$ cat src/rtl/cf_fft_pkg.sv
// Shared constants for the cf_fft serial-to-parallel lane demux blocks.
//   DATA_W : default width of one sample lane
//   LANES  : number of output lanes per group (fixed)
//   S0..S3 : fill-counter encodings; the value is the lane the next sample lands in
package cf_fft_pkg;

  localparam int unsigned DATA_W = 8;
  localparam int unsigned LANES  = 4;
  localparam int unsigned CNT_W  = 2;

  localparam logic [CNT_W-1:0] S0 = 2'd0;
  localparam logic [CNT_W-1:0] S1 = 2'd1;
  localparam logic [CNT_W-1:0] S2 = 2'd2;
  localparam logic [CNT_W-1:0] S3 = 2'd3;

  // Next fill position; wraps S3 -> S0 naturally in two bits.
  function automatic logic [CNT_W-1:0] cnt_advance(logic [CNT_W-1:0] cnt);
    return cnt + 2'd1;
  endfunction

endpackage

$ cat src/rtl/cf_fft_1024_8_32_dmx4.sv
// Serial-to-4-lane demultiplexer with sync-based group alignment.
// Collects four consecutive accepted samples into one output word
// {lane3, lane2, lane1, lane0} and presents it with a valid/ready handshake.
//
// Ports:
//   clock_c   : clock, rising edge
//   reset_n_i : asynchronous active-low reset
//   enable_i  : gates acceptance of new samples (output drain is not gated)
//   valid_i   : upstream sample valid
//   sync_i    : current sample is lane 0 of a new group
//   data_i    : serial sample
//   ready_o   : a sample can be accepted this cycle
//   valid_o   : data_o holds a complete group
//   ready_i   : downstream consumes data_o this cycle
//   data_o    : registered group, lane0 in the LSBs
//   err_o     : one-cycle pulse when a partial group is dropped by a resync
module cf_fft_1024_8_32_dmx4 #(
  parameter int unsigned DATA_W = cf_fft_pkg::DATA_W,
  parameter int unsigned LANES  = cf_fft_pkg::LANES
) (
  input  logic                    clock_c,
  input  logic                    reset_n_i,
  input  logic                    enable_i,
  input  logic                    valid_i,
  input  logic                    sync_i,
  input  logic [DATA_W-1:0]       data_i,
  output logic                    ready_o,
  output logic                    valid_o,
  input  logic                    ready_i,
  output logic [LANES*DATA_W-1:0] data_o,
  output logic                    err_o
);

  import cf_fft_pkg::*;

  localparam int unsigned FillW = (LANES - 1) * DATA_W;

  logic [CNT_W-1:0]        cnt_q, cnt_d;
  logic [FillW-1:0]        fill_q, fill_d;
  logic [LANES*DATA_W-1:0] data_q, data_d;
  logic                    valid_q, valid_d;
  logic                    err_q, err_d;

  logic accept;
  logic complete;

  // Lanes 0..2 sit in the fill buffer; the last lane is taken straight from
  // data_i on completion, so the fill buffer can keep collecting while the
  // output register waits for the downstream stage.
  assign ready_o  = enable_i && ((cnt_q != S3) || !valid_q || ready_i);
  assign accept   = enable_i && valid_i && ready_o;
  assign complete = accept && !sync_i && (cnt_q == S3);

  always_comb begin
    cnt_d  = cnt_q;
    fill_d = fill_q;
    err_d  = 1'b0;
    if (accept) begin
      if (sync_i) begin
        fill_d[DATA_W-1:0] = data_i;
        cnt_d              = S1;
        err_d              = (cnt_q != S0);
      end else begin
        for (int unsigned i = 0; i < LANES - 1; i++) begin
          if (cnt_q == CNT_W'(i)) begin
            fill_d[i*DATA_W +: DATA_W] = data_i;
          end
        end
        cnt_d = cnt_advance(cnt_q);
      end
    end
  end

  always_comb begin
    data_d  = data_q;
    valid_d = valid_q;
    if (complete) begin
      // A completing group overrides the drain so there is no bubble.
      data_d  = {data_i, fill_q};
      valid_d = 1'b1;
    end else if (valid_q && ready_i) begin
      valid_d = 1'b0;
    end
  end

  always_ff @(posedge clock_c or negedge reset_n_i) begin
    if (!reset_n_i) begin
      cnt_q   <= S0;
      fill_q  <= '0;
      data_q  <= '0;
      valid_q <= 1'b0;
      err_q   <= 1'b0;
    end else begin
      cnt_q   <= cnt_d;
      fill_q  <= fill_d;
      data_q  <= data_d;
      valid_q <= valid_d;
      err_q   <= err_d;
    end
  end

  assign valid_o = valid_q;
  assign data_o  = data_q;
  assign err_o   = err_q;

endmodule

$ cat config.mk
export PLATFORM = sky130hd
export DESIGN_NAME = cf_fft_1024_8_32_dmx4
export DESIGN_NICKNAME = d
export VERILOG_FILES = /design/src/rtl/cf_fft_pkg.sv /design/src/rtl/cf_fft_1024_8_32_dmx4.sv
export SDC_FILE = /design/constraint.sdc
export NUM_CORES = 1
export LEC_CHECK = 0
export ABC_CLOCK_PERIOD_IN_PS = 2700
export CAP_MARGIN = 20
export CORE_MARGIN = 3
export CORE_UTILIZATION = 53
export CTS_BUF_LIST = sky130_fd_sc_hd__clkbuf_4 sky130_fd_sc_hd__clkbuf_8 sky130_fd_sc_hd__clkbuf_16
export DETAILED_ROUTE_END_ITERATION = 7
export PLACE_DENSITY = 0.91
export SLEW_MARGIN = 20
export SYNTH_ARGS = -nofsm -noshare
export SYNTH_HDL_FRONTEND = slang
export SYNTH_SLANG_ARGS = --single-unit
$ cat constraint.sdc
create_clock -name clock_c -period 2.7 [get_ports clock_c]
set_input_delay 0.81 -clock clock_c [delete_from_list [all_inputs] [get_ports clock_c]]
set_output_delay 0.81 -clock clock_c [all_outputs]
set_load 0.005 [all_outputs]
==> summary.md, run 1 <==
| Metric | Value |
|---|---|
| Fin Hold WS | `between 500 and 600 ps` |
| Synthesis Warnings | `0` |
| Run status | `completed` |
| Initial antenna violation count | `0` |
| Horiz. Die Dim | `72.9 um` |
| Switching Power | `0.736 mW` |
| Num ports | `49` |
| Fin area | `roughly 0.0032 mm^2` |
| Die area | `~0.0053 mm^2` |
| DP Worst Slack | `-182 ps` |
| Syn avg cell area | `roughly 16 um^2` |
| Slowest CP cell | `clkdlybuf4s50_1` |
| Cell Area, Synth | `0.00237 mm^2` |
| Initial Util | `a little under three fifths` |
| EDFF count, synth | `0` |
| Reg clk slew, reported paths | `60 ps` |
| Max cap viols | `0` |
| CP Capture Type | `output port` |
| # fillers | `248` |
| Antenna-violating nets left | `0` |
| CP cell instances | `clkdlybuf4s50_1 -> and3b_1 -> nor2b_1 -> dlygate4sd2_1` |
| Critical path class | `in2out` |
| Post-synth top area share | `63.3%` |
| Synth top area cells | `dfrtp_1 (63%), mux2_2 (26%), ha_1 (2.1%)` |
| Met2 routed WL | `2360 um` |
| Cell variety after synth | `20` |
| DRC | `0` |
| RSZ-0062 raised after global routing | `false` |
| Highest clock rate | `0.384 GHz` |
| Largest net degree at the start of global routing | `33` |
| Placed Cells incl. Taps | `245` |
| Power Density | `between 900 and 1000 mW/mm^2` |
| CTS tree | `done` |
| Vias in the first global route | `1,588` |
| Pre-Repair DR Iteration Count | `2` |
| Setup-failing EPs final | `0` |
| Total GRT Usage | `roughly a fifth` |
| Min cycle time layout | `about 2600 ps` |
| Global-route wire length before repair | `a little under 8000 um` |
| Met3 routed WL | `231 um` |
| First DRT Iteration DRCs | `62` |
| Ant diodes | `0` |
| Buf+Inv Stages, Crit Path | `2` |
| Sw Share | `24.7%` |
| Final Hold Fails | `0` |
| Via Count | `1,399` |
| Clock buffer count from CTS | `9` |
| Clock power share | `25.4%` |
| Post-CTS Hold Buffers | `0` |
| Max VDD drop | `0.592 mV` |
| LEAKAGE | `1.41 nW` |
| Num rows | `23` |
| Setup Skew | `between 5 and 6 ps` |
| # clock sinks | `60` |
| Post-synthesis sequential area ratio | `63.3%` |
| Detail Placement HPWL | `3210 um` |
| Register Area | `approximately 0.0015 mm^2` |
| Max_slew headroom | `between 50% and 60%` |
| Clock latency at the later pin of the worst-skew pair | `330 ps` |
| Commonest cells in the netlist | `dfrtp_1 (60), mux2_2 (55), ha_1 (4)` |
| Finished Layout Cells | `260` |
| Comb power frac | `around 28%` |
| Htree depth | `3` |
| Clock buffer depth | `2` |
| Setup slack after layout | `~96 ps` |
| Slew Limit Fails | `0` |
| Remaining global-route overflow | `0` |
| PortBufs | `48` |
| Root buf cell | `clkbuf_8` |
| Post-Synthesis Cells | `roughly 150` |
| Multi-input logic area | `between 800 and 900 um^2` |
| Uppermost layer routed | `met4` |
| Setup_tns | `0 ps` |
| HP Class | `reg2reg` |
| Worst-margin pin slew | `699 ps` |
| Leading area contributor after synthesis | `dfrtp_1` |
| WP data required | `about 1900 ps` |
| Critical Path Max Stage Delay | `approximately 470 ps` |
| Final core utilization | `75.6%` |
| Vias/cell | `approximately 5.4` |
| Gp weighted congestion | `0.706` |
| Main synth FF type | `dfrtp_1` |
| Syn Nets | `around 160` |
| Setup crit start kind | `input port` |
| Family with the most delay on the worst path | `buffers and inverters` |
| Total Power | `2.98 mW` |
| Die H | `72.9 um` |
| Asr flop ratio synth | `100%` |
| CORE AREA | `approximately 0.0042 mm^2` |
| Area grow syn2layout | `32.8%` |
| Most frequent cell after synthesis | `dfrtp_1` |
| Post-synthesis register bit count | `60` |
| Wl on met1 | `1990 um` |
| Crit-path max FO | `2` |
| Sequential share of power | `46.5%` |
| Final wirelength | `between 4000 and 5000 um` |
| Crit path arrival time | `between 1500 and 2000 ps` |
| Placed cell areas | `0.00296 mm^2` |
| Fraction of layout instances using a drive strength above 1 | `roughly two fifths` |
| Fin nets | `224` |
| WL/cell | `approximately 18 um` |
| Power Internal | `2.24 mW` |
| Final Cycle Share | `about 96%` |
==> cells in the final DEF, fill, tap and decap left out, drive strengths merged, types with 2 or more instances in the layout <==
cell,Yosys,final
clkbuf,0,14
inv,2,2
clkdlybuf4s50,0,46
dfrtp,60,60
nor4b,2,2
nor3b,2,2
ha,4,4
buf,5,8
nand2b,3,3
mux2,56,56
o21ai,3,3
==> registers in the layout, summed over array words and instances, names as in the netlist <==
| signal | count |
|---|---|
| cnt_q | 2 |
| fill_q | 24 |
| err_o | 1 |
| data_o | 32 |
| valid_o | 1 |
==> power groups by stage <==
stage / clock, mW / combinational (mW) / sequential [mW]
global placement: 0 / 0.811 / 1.37
detailed placement: 0 / 0.849 / 1.40
global route: 0.816 / 0.904 / 1.43
CTS: 0.771 / 0.854 / 1.39
finish: 0.757 / 0.836 / 1.39
floorplan: 0 / 0.319 / 1.37
==> final timing paths <==
kind,from,endpoint,slack (ps),cells past startpoint
worst max-delay path,ready_i,ready_o,100,4
worst min-delay path,fill_q[23]$_DFFE_PN0P_,fill_q[23]$_DFFE_PN0P_,500,1
worst max register to register,cnt_q[0]$_DFFE_PN0P_,fill_q[12]$_DFFE_PN0P_,750,6
worst min register to register,fill_q[23]$_DFFE_PN0P_,fill_q[23]$_DFFE_PN0P_,500,1
max in group asynchronous,reset_n_i,fill_q[17]$_DFFE_PN0P_,1570,2
min in group asynchronous,reset_n_i,valid_o$_DFFE_PN0P_,530,1
==> cell families (layout without fill, tap and decap cells) <==
group                      after synthesis  count (layout)  synth area share (%)
DFF                                     60              60                  63.3
and+or+nand+nor                         14              14                  5.54
adders and majority gates                4               4                  2.11
AOI/OAI and AO/OA                        4               4                 0.843
buffers and inverters                    7              72                  1.69
muxes                                   56              56                  26.6
==> repair_timing <==
action,CTS,global route
gates resized for setup,1,0
endpoints found under the setup margin,1,0
setup buffers,0,0
==> layer usage <==
metal	vias to the layer above	GRT usage, %
met1	721	24.2
met3	7	6.89
li1	632	-
met2	39	33.2
met4	0	7.99
met5	-	0
==> final cells by class <==
type                       count  share of cell area, %
sequential                    60                   47.6
multi-input combinational     78                   26.6
timing repair buffer          55                   17.5
clock buffer                  14                   5.91
tap                           50                   1.98
inverter                       2                  0.238
clock inverter                 1                  0.159
(Power assumes the default switching activity.)
==> run 2, diff against run 1 <==
--- a/config.mk
+++ b/config.mk
@@ -7,7 +7,7 @@
 export LEC_CHECK = 0
 export ABC_CLOCK_PERIOD_IN_PS = 2700
 export CAP_MARGIN = 20
-export CORE_MARGIN = 3
+export CORE_MARGIN = 2
 export CORE_UTILIZATION = 53
 export CTS_BUF_LIST = sky130_fd_sc_hd__clkbuf_4 sky130_fd_sc_hd__clkbuf_8 sky130_fd_sc_hd__clkbuf_16
 export DETAILED_ROUTE_END_ITERATION = 7
==> run 2 against run 1 <==
Compared with the run above: cell area increased by 0.56%; maximum frequency decreased by 0.34%; combinational power increased by 0.7%; total power increased by 2.2%; largest power group unchanged; setup slack got worse by 8.9 ps; highest routed layer unchanged; critical path type unchanged; register-to-register slack got worse by 50 ps.
==> summary.md, run 2 (synthesized netlist as in run 1, its figures left out) <==
| Metric | Value |
|---|---|
| Run status | `completed` |
| HP Class | `reg2reg` |
| Global-route wire length before repair | `7980 um (+1.5%)` |
| Detail Placement HPWL | `3150 um (-1.6%)` |
| Family with the most delay on the worst path | `buffers and inverters` |
| Pre-Repair DR Iteration Count | `4 (+2)` |
| Clock latency at the later pin of the worst-skew pair | `330 ps (about the same)` |
| Critical path class | `in2out` |
| Max cap viols | `0 (unchanged)` |
| Setup crit start kind | `input port` |
| Vias/cell | `5.31 (-1.3%)` |
| Reg clk slew, reported paths | `70 ps (about the same)` |
| Die area | `0.00503 mm^2 (-5.4%)` |
| Final Hold Fails | `0 (unchanged)` |
| Num rows | `24 (+4.3%)` |
| Commonest non-fill, non-tap cell in the layout | `dfrtp_1` |
| Critical Path Max Stage Delay | `470 ps (about the same)` |
| Placed Cells incl. Taps | `247 (+0.82%)` |
| Setup-failing EPs final | `0 (unchanged)` |
| CORE AREA | `0.00432 mm^2 (+3.6%)` |
| DP Worst Slack | `-188 ps (-6.17 ps)` |
| Fin Hold WS | `499 ps (-4.59 ps)` |
| RSZ-0062 raised after global routing | `false` |
| Max_slew headroom | `52.6% (-0.79 points)` |
| Area grow syn2layout | `33.6%` |
| Initial antenna violation count | `0 (unchanged)` |
| Buffer count from post-CTS setup fixing | `0 (unchanged)` |
| # clock sinks | `60 (unchanged)` |
| PortBufs | `48 (unchanged)` |
| Crit-path max FO | `2 (unchanged)` |
| Total GRT Usage | `21.5% (+1.4 points)` |
| Finished Layout Cells | `263 (+1.2%)` |
| Die H | `70.9 um (-2.7%)` |
| Horiz. Die Dim | `70.9 um (-2.7%)` |
| DRC | `0 (unchanged)` |
| Crit path arrival time | `1800 ps (about the same)` |
| Highest clock rate | `0.383 GHz (-0.34%)` |
| CP Capture Type | `output port` |
| Most frequent cells in the layout | `dfrtp_1 (60), mux2_2 (55), clkdlybuf4s50_1 (46)` |
| Total Power | `3.05 mW (+2.2%)` |
| Power Density | `961 mW/mm^2 (+1.7%)` |
| CP cell instances | `clkdlybuf4s50_1 -> and3b_1 -> nor2b_1 -> dlygate4sd2_1` |
| Min cycle time layout | `2610 ps (+8.91 ps)` |
| Largest net degree at the start of global routing | `33 (unchanged)` |
| Fraction of layout instances using a drive strength above 1 | `39.8% (+0.29 points)` |
| Ant diodes | `0 (unchanged)` |
| Setup slack after layout | `87.1 ps (-8.91 ps)` |
| Final core utilization | `73.3% (-2.2 points)` |
| Fin nets | `224 (unchanged)` |
| Htree depth | `3 (unchanged)` |
| Final Cycle Share | `96.8% (+0.33 points)` |
| Initial Util | `54.9% (-2.0 points)` |
| Buf+Inv Stages, Crit Path | `2 (unchanged)` |
| LEAKAGE | `1.42 nW (+0.27%)` |
| Remaining global-route overflow | `0 (unchanged)` |
| Clock buffer count from CTS | `9 (unchanged)` |
| Slew Limit Fails | `0 (unchanged)` |
| Num ports | `49 (unchanged)` |
| WL/cell | `18.2 um (+2.1%)` |
| Clock buffer depth | `2 (unchanged)` |
| First DRT Iteration DRCs | `68 (+9.7%)` |
| Vias in the first global route | `1,593 (+0.31%)` |
| CTS tree | `done` |
| WP data required | `1890 ps (about the same)` |
| Gp weighted congestion | `0.816 (+15%)` |
| Worst-margin pin slew | `711 ps (+11.8 ps)` |
| # fillers | `277 (+12%)` |
| Root buf cell | `clkbuf_8` |
| Max VDD drop | `0.755 mV (+28%)` |
| Setup Skew | `8.22 ps (+2.40 ps)` |
| Max FFs per register | `32 (unchanged)` |
| Slowest CP cell | `clkdlybuf4s50_1` |
| Final wirelength | `4790 um (+3.2%)` |
| Via Count | `1,397 (-0.14%)` |
| Antenna-violating nets left | `0 (unchanged)` |
## run 2: final timing paths
kind                                        start                endpoint  slack [ps]  cells past startpoint
min                        fill_q[12]$_DFFE_PN0P_  data_o[12]$_DFFE_PN0P_         500                      1
max reg2reg                  cnt_q[1]$_DFFE_PN0P_  fill_q[18]$_DFFE_PN0P_         700                      6
max in group asynchronous               reset_n_i  data_o[30]$_DFFE_PN0P_        1560                      2
min reg2reg                fill_q[12]$_DFFE_PN0P_  data_o[12]$_DFFE_PN0P_         500                      1
min in group asynchronous               reset_n_i     valid_o$_DFFE_PN0P_         530                      1
max                                       ready_i                 ready_o          90                      4
## run 2: where the power goes
| part | internal (mW) | switching, mW | total [mW] | leakage [nW] |
|---|---|---|---|---|
| clock network | 0.484 | 0.331 | 0.814 | 0.106 |
| registers | 1.21 | 0.175 | 1.39 | 0.761 |
| logic | 0.592 | 0.250 | 0.842 | 0.551 |
| total | 2.29 | 0.756 | 3.05 | 1.42 |
## run 2: layout make-up
type | instances | area (um^2) | share of cell area [%]
flip-flops and latches | 60 | 1500 | 47.4
multi-input cells | 78 | 838 | 26.4
repair buffers | 55 | 552 | 17.4
clock buffers | 12 | 159 | 5.01
well taps | 52 | 65.1 | 2.05
clock inverters | 4 | 47.5 | 1.50
inverters | 2 | 7.51 | 0.237
## run 2: per-stage QoR
| step | instance area (um^2) | setup TNS (ps) |
|---|---|---|
| floorplan | 2370 | 0 |
| finish | 3170 | 0 |
| global placement | 2970 | -178 |
| CTS | 3170 | 0 |
| detailed placement | 2970 | -188 |
| global route | 3170 | 0 |
## run 2: routing by layer
| layer | up-vias | share of wire, % | GRT usage (%) |
|---|---|---|---|
| met2 | 42 | 52 | 35.3 |
| li1 | 635 | - | - |
| met4 | 0 | 0.92 | 8.81 |
| met5 | - | 0 | 0 |
| met1 | 715 | 43 | 26.8 |
| met3 | 5 | 4.5 | 6.70 |
## run 2: repair_timing
| action | 4_1_cts | 5_1_grt |
|---|---|---|
| setup endpoints to repair | 1 | 0 |
| hold buffers | 0 | 0 |
| gates resized for setup | 1 | 0 |
==> run 3, diff against run 2 <==
--- a/config.mk
+++ b/config.mk
@@ -12,7 +12,8 @@
 export CTS_BUF_LIST = sky130_fd_sc_hd__clkbuf_4 sky130_fd_sc_hd__clkbuf_8 sky130_fd_sc_hd__clkbuf_16
 export DETAILED_ROUTE_END_ITERATION = 7
 export PLACE_DENSITY = 0.91
-export SLEW_MARGIN = 20
+export SLEW_MARGIN = 10
 export SYNTH_ARGS = -nofsm -noshare
 export SYNTH_HDL_FRONTEND = slang
 export SYNTH_SLANG_ARGS = --single-unit
+export TNS_END_PERCENT = 5
==> results of run 3 <==
Final layout, timing and power as in run 2 (identical DEF).
